## src/rtl/cordic_iterative_rotator_pkg.sv

```systemverilog
// Shared CORDIC settings: data format, iteration count, gain pre-compensation,
// angle constants and the arctangent table used by the iterative rotator.
package cordic_iterative_rotator_pkg;

  localparam int SIZE_DATA       = 16;
  localparam int SIZE_FRAC       = 16;
  localparam int CORDIC_STAGES   = 16;

  // 0.607252935 * 2^16, loaded into x so the CORDIC gain cancels out.
  localparam logic signed [31:0] CORDIC_K_SCALED = 32'sd39797;

  localparam logic signed [31:0] PI_SCALED      = 32'sd205887;
  localparam logic signed [31:0] HALF_PI_SCALED = 32'sd102944;

  typedef enum logic [1:0] {
    IDLE   = 2'd0,
    ROTATE = 2'd1,
    DONE   = 2'd2
  } cordic_state_t;

  // round(atan(2^-i) * 2^16); entries past the table depth are zero.
  function automatic logic signed [31:0] atan_table(input int idx);
    case (idx)
      0:       atan_table = 32'sd51472;
      1:       atan_table = 32'sd30386;
      2:       atan_table = 32'sd16055;
      3:       atan_table = 32'sd8150;
      4:       atan_table = 32'sd4091;
      5:       atan_table = 32'sd2047;
      6:       atan_table = 32'sd1024;
      7:       atan_table = 32'sd512;
      8:       atan_table = 32'sd256;
      9:       atan_table = 32'sd128;
      10:      atan_table = 32'sd64;
      11:      atan_table = 32'sd32;
      12:      atan_table = 32'sd16;
      13:      atan_table = 32'sd8;
      14:      atan_table = 32'sd4;
      15:      atan_table = 32'sd2;
      default: atan_table = 32'sd0;
    endcase
  endfunction

endpackage

```

## src/rtl/cordic_micro_rotation.sv

```systemverilog
// One combinational CORDIC micro-rotation in rotation mode.
// Ports:
//   x, y, z        current vector and residual angle (signed)
//   shift          iteration index i, used as the arithmetic shift amount
//   atan_c         atan(2^-i) in the same fixed-point format as z
//   x_next, y_next, z_next  rotated vector and updated residual angle
module cordic_micro_rotation #(
  parameter int FULL_SIZE = 32,
  parameter int IDX_W     = 4
) (
  input  logic signed [FULL_SIZE-1:0] x,
  input  logic signed [FULL_SIZE-1:0] y,
  input  logic signed [FULL_SIZE-1:0] z,
  input  logic        [IDX_W-1:0]     shift,
  input  logic signed [FULL_SIZE-1:0] atan_c,
  output logic signed [FULL_SIZE-1:0] x_next,
  output logic signed [FULL_SIZE-1:0] y_next,
  output logic signed [FULL_SIZE-1:0] z_next
);

  logic                        dir_pos;
  logic signed [FULL_SIZE-1:0] x_sh;
  logic signed [FULL_SIZE-1:0] y_sh;

  // Rotate towards zero residual: positive direction when z >= 0.
  assign dir_pos = ~z[FULL_SIZE-1];
  assign x_sh    = x >>> shift;
  assign y_sh    = y >>> shift;

  assign x_next = dir_pos ? (x - y_sh)   : (x + y_sh);
  assign y_next = dir_pos ? (y + x_sh)   : (y - x_sh);
  assign z_next = dir_pos ? (z - atan_c) : (z + atan_c);

endmodule

```

## src/rtl/cordic_iterative_rotator.sv

```systemverilog
// Iterative rotation-mode CORDIC: cos/sin of a signed fixed-point angle in
// radians, one micro-rotation per clock, valid/ready on both sides.
// Ports:
//   clk        rising-edge clock
//   reset      asynchronous, active-high
//   in_valid   angle_in valid
//   in_ready   engine idle, can accept an angle
//   angle_in   signed angle, nominal range [-pi, +pi]
//   out_valid  cos_out/sin_out valid, held until out_ready
//   out_ready  consumer accepts result
//   cos_out    signed cosine
//   sin_out    signed sine
//
// state  | meaning
// IDLE   | waiting for an angle; in_ready high
// ROTATE | one micro-rotation per clock, iter = 0 .. STAGES-1
// DONE   | result presented, held until out_ready
module cordic_iterative_rotator
  import cordic_iterative_rotator_pkg::*;
#(
  parameter int                        FULL_SIZE = SIZE_DATA + SIZE_FRAC,
  parameter int                        STAGES    = CORDIC_STAGES,
  parameter logic signed [FULL_SIZE-1:0] K_SCALED  = FULL_SIZE'(CORDIC_K_SCALED)
) (
  input  logic                        clk,
  input  logic                        reset,
  input  logic                        in_valid,
  output logic                        in_ready,
  input  logic signed [FULL_SIZE-1:0] angle_in,
  output logic                        out_valid,
  input  logic                        out_ready,
  output logic signed [FULL_SIZE-1:0] cos_out,
  output logic signed [FULL_SIZE-1:0] sin_out
);

  localparam int IDX_W = (STAGES > 1) ? $clog2(STAGES) : 1;
  localparam logic signed [FULL_SIZE-1:0] PI_S      = FULL_SIZE'(PI_SCALED);
  localparam logic signed [FULL_SIZE-1:0] HALF_PI_S = FULL_SIZE'(HALF_PI_SCALED);
  localparam logic        [IDX_W-1:0]     LAST_ITER = IDX_W'(STAGES - 1);

  cordic_state_t               state;
  logic signed [FULL_SIZE-1:0] x_q;
  logic signed [FULL_SIZE-1:0] y_q;
  logic signed [FULL_SIZE-1:0] z_q;
  logic        [IDX_W-1:0]     iter;
  logic                        neg;

  logic signed [FULL_SIZE-1:0] angle_clamped;
  logic signed [FULL_SIZE-1:0] pre_z;
  logic                        pre_neg;
  logic signed [FULL_SIZE-1:0] atan_c;
  logic signed [FULL_SIZE-1:0] x_next;
  logic signed [FULL_SIZE-1:0] y_next;
  logic signed [FULL_SIZE-1:0] z_next;

  // CORDIC only converges for |z| <= ~1.74 rad, so angles beyond +/-pi/2 are
  // folded by pi and the result sign is corrected on the way out.
  always_comb begin
    angle_clamped = angle_in;
    if (angle_in > PI_S) begin
      angle_clamped = PI_S;
    end else if (angle_in < -PI_S) begin
      angle_clamped = -PI_S;
    end

    pre_z   = angle_clamped;
    pre_neg = 1'b0;
    if (angle_clamped > HALF_PI_S) begin
      pre_z   = angle_clamped - PI_S;
      pre_neg = 1'b1;
    end else if (angle_clamped < -HALF_PI_S) begin
      pre_z   = angle_clamped + PI_S;
      pre_neg = 1'b1;
    end
  end

  assign atan_c = FULL_SIZE'(atan_table(int'(iter)));

  cordic_micro_rotation #(
    .FULL_SIZE (FULL_SIZE),
    .IDX_W     (IDX_W)
  ) u_micro_rotation (
    .x      (x_q),
    .y      (y_q),
    .z      (z_q),
    .shift  (iter),
    .atan_c (atan_c),
    .x_next (x_next),
    .y_next (y_next),
    .z_next (z_next)
  );

  always_ff @(posedge clk or posedge reset) begin
    if (reset) begin
      state     <= IDLE;
      in_ready  <= 1'b0;
      out_valid <= 1'b0;
      cos_out   <= '0;
      sin_out   <= '0;
      x_q       <= '0;
      y_q       <= '0;
      z_q       <= '0;
      iter      <= '0;
      neg       <= 1'b0;
    end else begin
      case (state)
        IDLE: begin
          // in_ready is registered, so it comes up one clock after reset release.
          in_ready <= 1'b1;
          if (in_valid && in_ready) begin
            x_q      <= K_SCALED;
            y_q      <= '0;
            z_q      <= pre_z;
            neg      <= pre_neg;
            iter     <= '0;
            in_ready <= 1'b0;
            state    <= ROTATE;
          end
        end

        ROTATE: begin
          x_q <= x_next;
          y_q <= y_next;
          z_q <= z_next;
          if (iter == LAST_ITER) begin
            // Result registered straight from the last micro-rotation.
            cos_out   <= neg ? -x_next : x_next;
            sin_out   <= neg ? -y_next : y_next;
            out_valid <= 1'b1;
            state     <= DONE;
          end else begin
            iter <= iter + 1'b1;
          end
        end

        DONE: begin
          if (out_ready) begin
            out_valid <= 1'b0;
            in_ready  <= 1'b1;
            state     <= IDLE;
          end
        end

        default: begin
          state     <= IDLE;
          in_ready  <= 1'b0;
          out_valid <= 1'b0;
        end
      endcase
    end
  end

endmodule

```

## config.mk

```make
export PLATFORM = sky130hd
export DESIGN_NAME = cordic_iterative_rotator
export DESIGN_NICKNAME = d
export VERILOG_FILES = /design/src/rtl/cordic_iterative_rotator_pkg.sv /design/src/rtl/cordic_micro_rotation.sv /design/src/rtl/cordic_iterative_rotator.sv
export SDC_FILE = /design/constraint.sdc
export NUM_CORES = 1
export LEC_CHECK = 0
export CAP_MARGIN = 40
export CELL_PAD_IN_SITES_DETAIL_PLACEMENT = 0
export CELL_PAD_IN_SITES_GLOBAL_PLACEMENT = 1
export CORE_UTILIZATION = 25
export CTS_CLUSTER_DIAMETER = 50
export CTS_CLUSTER_SIZE = 28
export DETAILED_ROUTE_END_ITERATION = 10
export HOLD_SLACK_MARGIN = 0.06
export PLACE_DENSITY = 0.48
export SLEW_MARGIN = 20
export SYNTH_ARGS = -nofsm -noshare
export SYNTH_HDL_FRONTEND = slang
export SYNTH_HIERARCHICAL = 1
export SYNTH_SLANG_ARGS = --single-unit
```

## constraint.sdc

```tcl
create_clock -name clk -period 9.9 [get_ports clk]
set_input_delay 1.98 -clock clk [delete_from_list [all_inputs] [get_ports clk]]
set_output_delay 1.98 -clock clk [all_outputs]
set_load 0.02 [all_outputs]
```

==> impl_metrics.yaml <==
global_route:
  antenna_found_initial: 1
  grt_pass1_vias: 19610
  grt_use_total_pct: 19.13
  overflow: 0
  grt_start_max_net_pins: 103
  grt_pass1_wl_um: 123500
timing:
  min_period_ns: 7.695
  rsz0062_at_grt: "false"
  worstMarginPinSlew_ns: 0.8687
  slew_headroom_pct: 41.55
  setup_viol: 0
  hold_viol_final: 0
  fmax_mhz: 130.0
  fin_skew_ns: 0.01872
  fin_ws_ns: 2.205
  maxSlewViolCount: 0
  tns_ns: 0
  fin_crit_sh_pct: 77.73
logic_synthesis:
  netlist_instances: 2638
  synth-edff-count: 0
  ys_seq_elements: 169
  yosys_most_used_dff: "dfrtp_1"
  ys_warn_count: 6
  postSynthAreaPerCell_um2: 7.849
  synth_cell_type_count: 103
  seq_area_frac_synth_pct: 20.42
  async_reset_ff_share_pct: 100.0
  syn_area_um2: 20710
placed_design:
  gp_congestion: 0.8498
  place_ws_ns: 1.949
  placed_area_um2: 22830
  port_buffers: 101
  hpwl_um: 60770
setup_path:
  crit_type: "input pin to flop"
  arrival_ns: 8.07
  r2r_cells: 23
  endpoint_kind: "flop"
  required_ns: 10.27
  cp-start-kind: "input pin"
  path_max_fanout: 25
drt:
  drt-total-wl_um: 79940
  drt_iter0_markers: 1274
  routed_via_density: 5.363
  drtPass1Iterations: 5
  ant_nets: 0
  drc: 0
  post_drt_wl_per_cell_um: 21.28
  vias: 20150
cts:
  htreeDepth: 4
  insertion_delay_ns: 0.50
  path_clk_slew_ns: 0.07
  cts_resized: 0
  cts_buffer_depth: 2
  cts_setup_buffers: 0
  ctsRootBufferMaster: "clkbuf_16"
  cts_tree: "built"
  cts_hold_buf: 0
  cts_buffers: 17
  clock-sinks: 169
finish:
  antennaDiodeCount: 0
  syn_to_final_growth_pct: 13.38
  drive_above_1_share_pct: 8.001
  nets: 2830
  design_area_um2: 23480
  final_cell_mix: "nand2_1 (382), o21ai_0 (260), nor2_1 (191)"
  layout_commonest_cell: "nand2_1"
floorplanning:
  coreArea_um2: 81980
  rows: 105
  die_area_um2: 83980
  die_w_um: 289.8
  dieHeight_um: 289.8
  start_util_pct: 25.26
  top_level_ports: 102
worst_hold_path:
  hold_class: "flop to flop"
  hold_depth: 2
flow_run:
  max_cap_viol_count: 0
status:
  run_status: "finished, final reports clean"
[kinds of logic (layout without fill, tap and decap cells)]
kind of cell / after synthesis / in the layout / share of synthesized area, %
buffers and inverters: 233 / 234 / 4.840
adders and majority gates: 119 / 119 / 7.300
DFF: 169 / 169 / 20.42
and+or+nand+nor: 921 / 921 / 21.24
other: 1 / 49 / 0.01811
xor gates and xnor gates: 241 / 241 / 10.19
AOI/OAI and AO/OA: 794 / 794 / 24.11
muxes: 160 / 160 / 11.87
[metrics by stage]
stage               hold slack (ns)  utilization [%]  cells
detailed placement           0.4693            27.85   3724
global placement             0.4674            27.73   3719
finish                       0.4816            28.64   3757
CTS                          0.4865            28.58   3755
floorplan                    0.4784                -   2686
global route                 0.5043            28.64   3757
[sequential cells by signal, summed over array words and instances (netlist names)]
signal,cells
z_q,32
state,2
iter,4
neg,1
y_q,32
sin_out,32
cos_out,32
out_valid,1
in_ready,1
x_q,32
[metal layers]
metal,track usage (%),vias up,wire (µm)
met4,4.254,0,965
met5,0,-,0
met3,2.284,54,3496
met2,29.44,527,35210
met1,28.26,9882,40270
li1,-,9685,-
[path summary, 6_finish.rpt]
kind,from,endpoint,slack [ns]
setup / recovery,angle_in[5],z_q[18],2.21
hold / removal,cos_out[10],cos_out[10],0.48
setup reg to reg,iter[1],cos_out[28],2.26
hold reg to reg,cos_out[10],cos_out[10],0.48
max in group asynchronous,reset,y_q[1],6.97
min in group asynchronous,reset,in_ready,1.87
[synthesized netlist by cell type, drive strengths merged, types with 11 or more instances]
cell	count	share of area [%]
and2	22	0.66
nor2	191	3.5
and3	35	1.1
buf	55	1.6
nand3	51	1.2
clkbuf	108	2.0
o22ai	11	0.33
nand2b	26	0.79
nor4	21	0.71
nand4	22	0.69
xor2	133	5.6
a22oi	18	0.68
o21bai	14	0.51
o21a	26	0.94
or2	18	0.56
a31oi	46	1.4
o211ai	15	0.54
nand2	382	6.9
a21o	43	1.6
nor2b	24	0.73
nor3	54	1.4
a211oi	16	0.64
mux4	66	7.2
dfrtp	169	20
o21ai	264	6.4
inv	69	1.3
ha	116	7.0
or3	12	0.37
o31ai	32	1.2
xnor2	108	4.6
a21oi	191	4.6
mux2	25	1.4
or4	16	0.62
mux2i	69	3.3
[cell type report]
class / instances / area [µm²]
timing repair buffer: 133 / 1345
multi-input combinational: 2284 / 15680
fill: 8907 / 58500
clock buffer: 19 / 432.9
sequential: 169 / 4244
tap: 1070 / 1339
inverter: 70 / 270.3
clock inverter: 12 / 165.2
[critical path: stages]
cell and delay (ns):
clkdlybuf4s50_1 0.56, nor4_1 0.57, a211oi_1 0.24, o311ai_0 0.64, nand2_1 0.15, nand4_1 0.13
ha_2 0.45, inv_1 0.41, a21oi_1 0.40, inv_1 0.08, ha_1 0.38, a311oi_1 0.29
o2111ai_1 0.29, a41o_1 0.35, mux2i_1 0.45, a21oi_1 0.18, xnor2_1 0.17, a221o_1 0.32
Power is not shown: default switching activity piles up to over one toggle a cycle in this logic, so the estimate is an artifact.
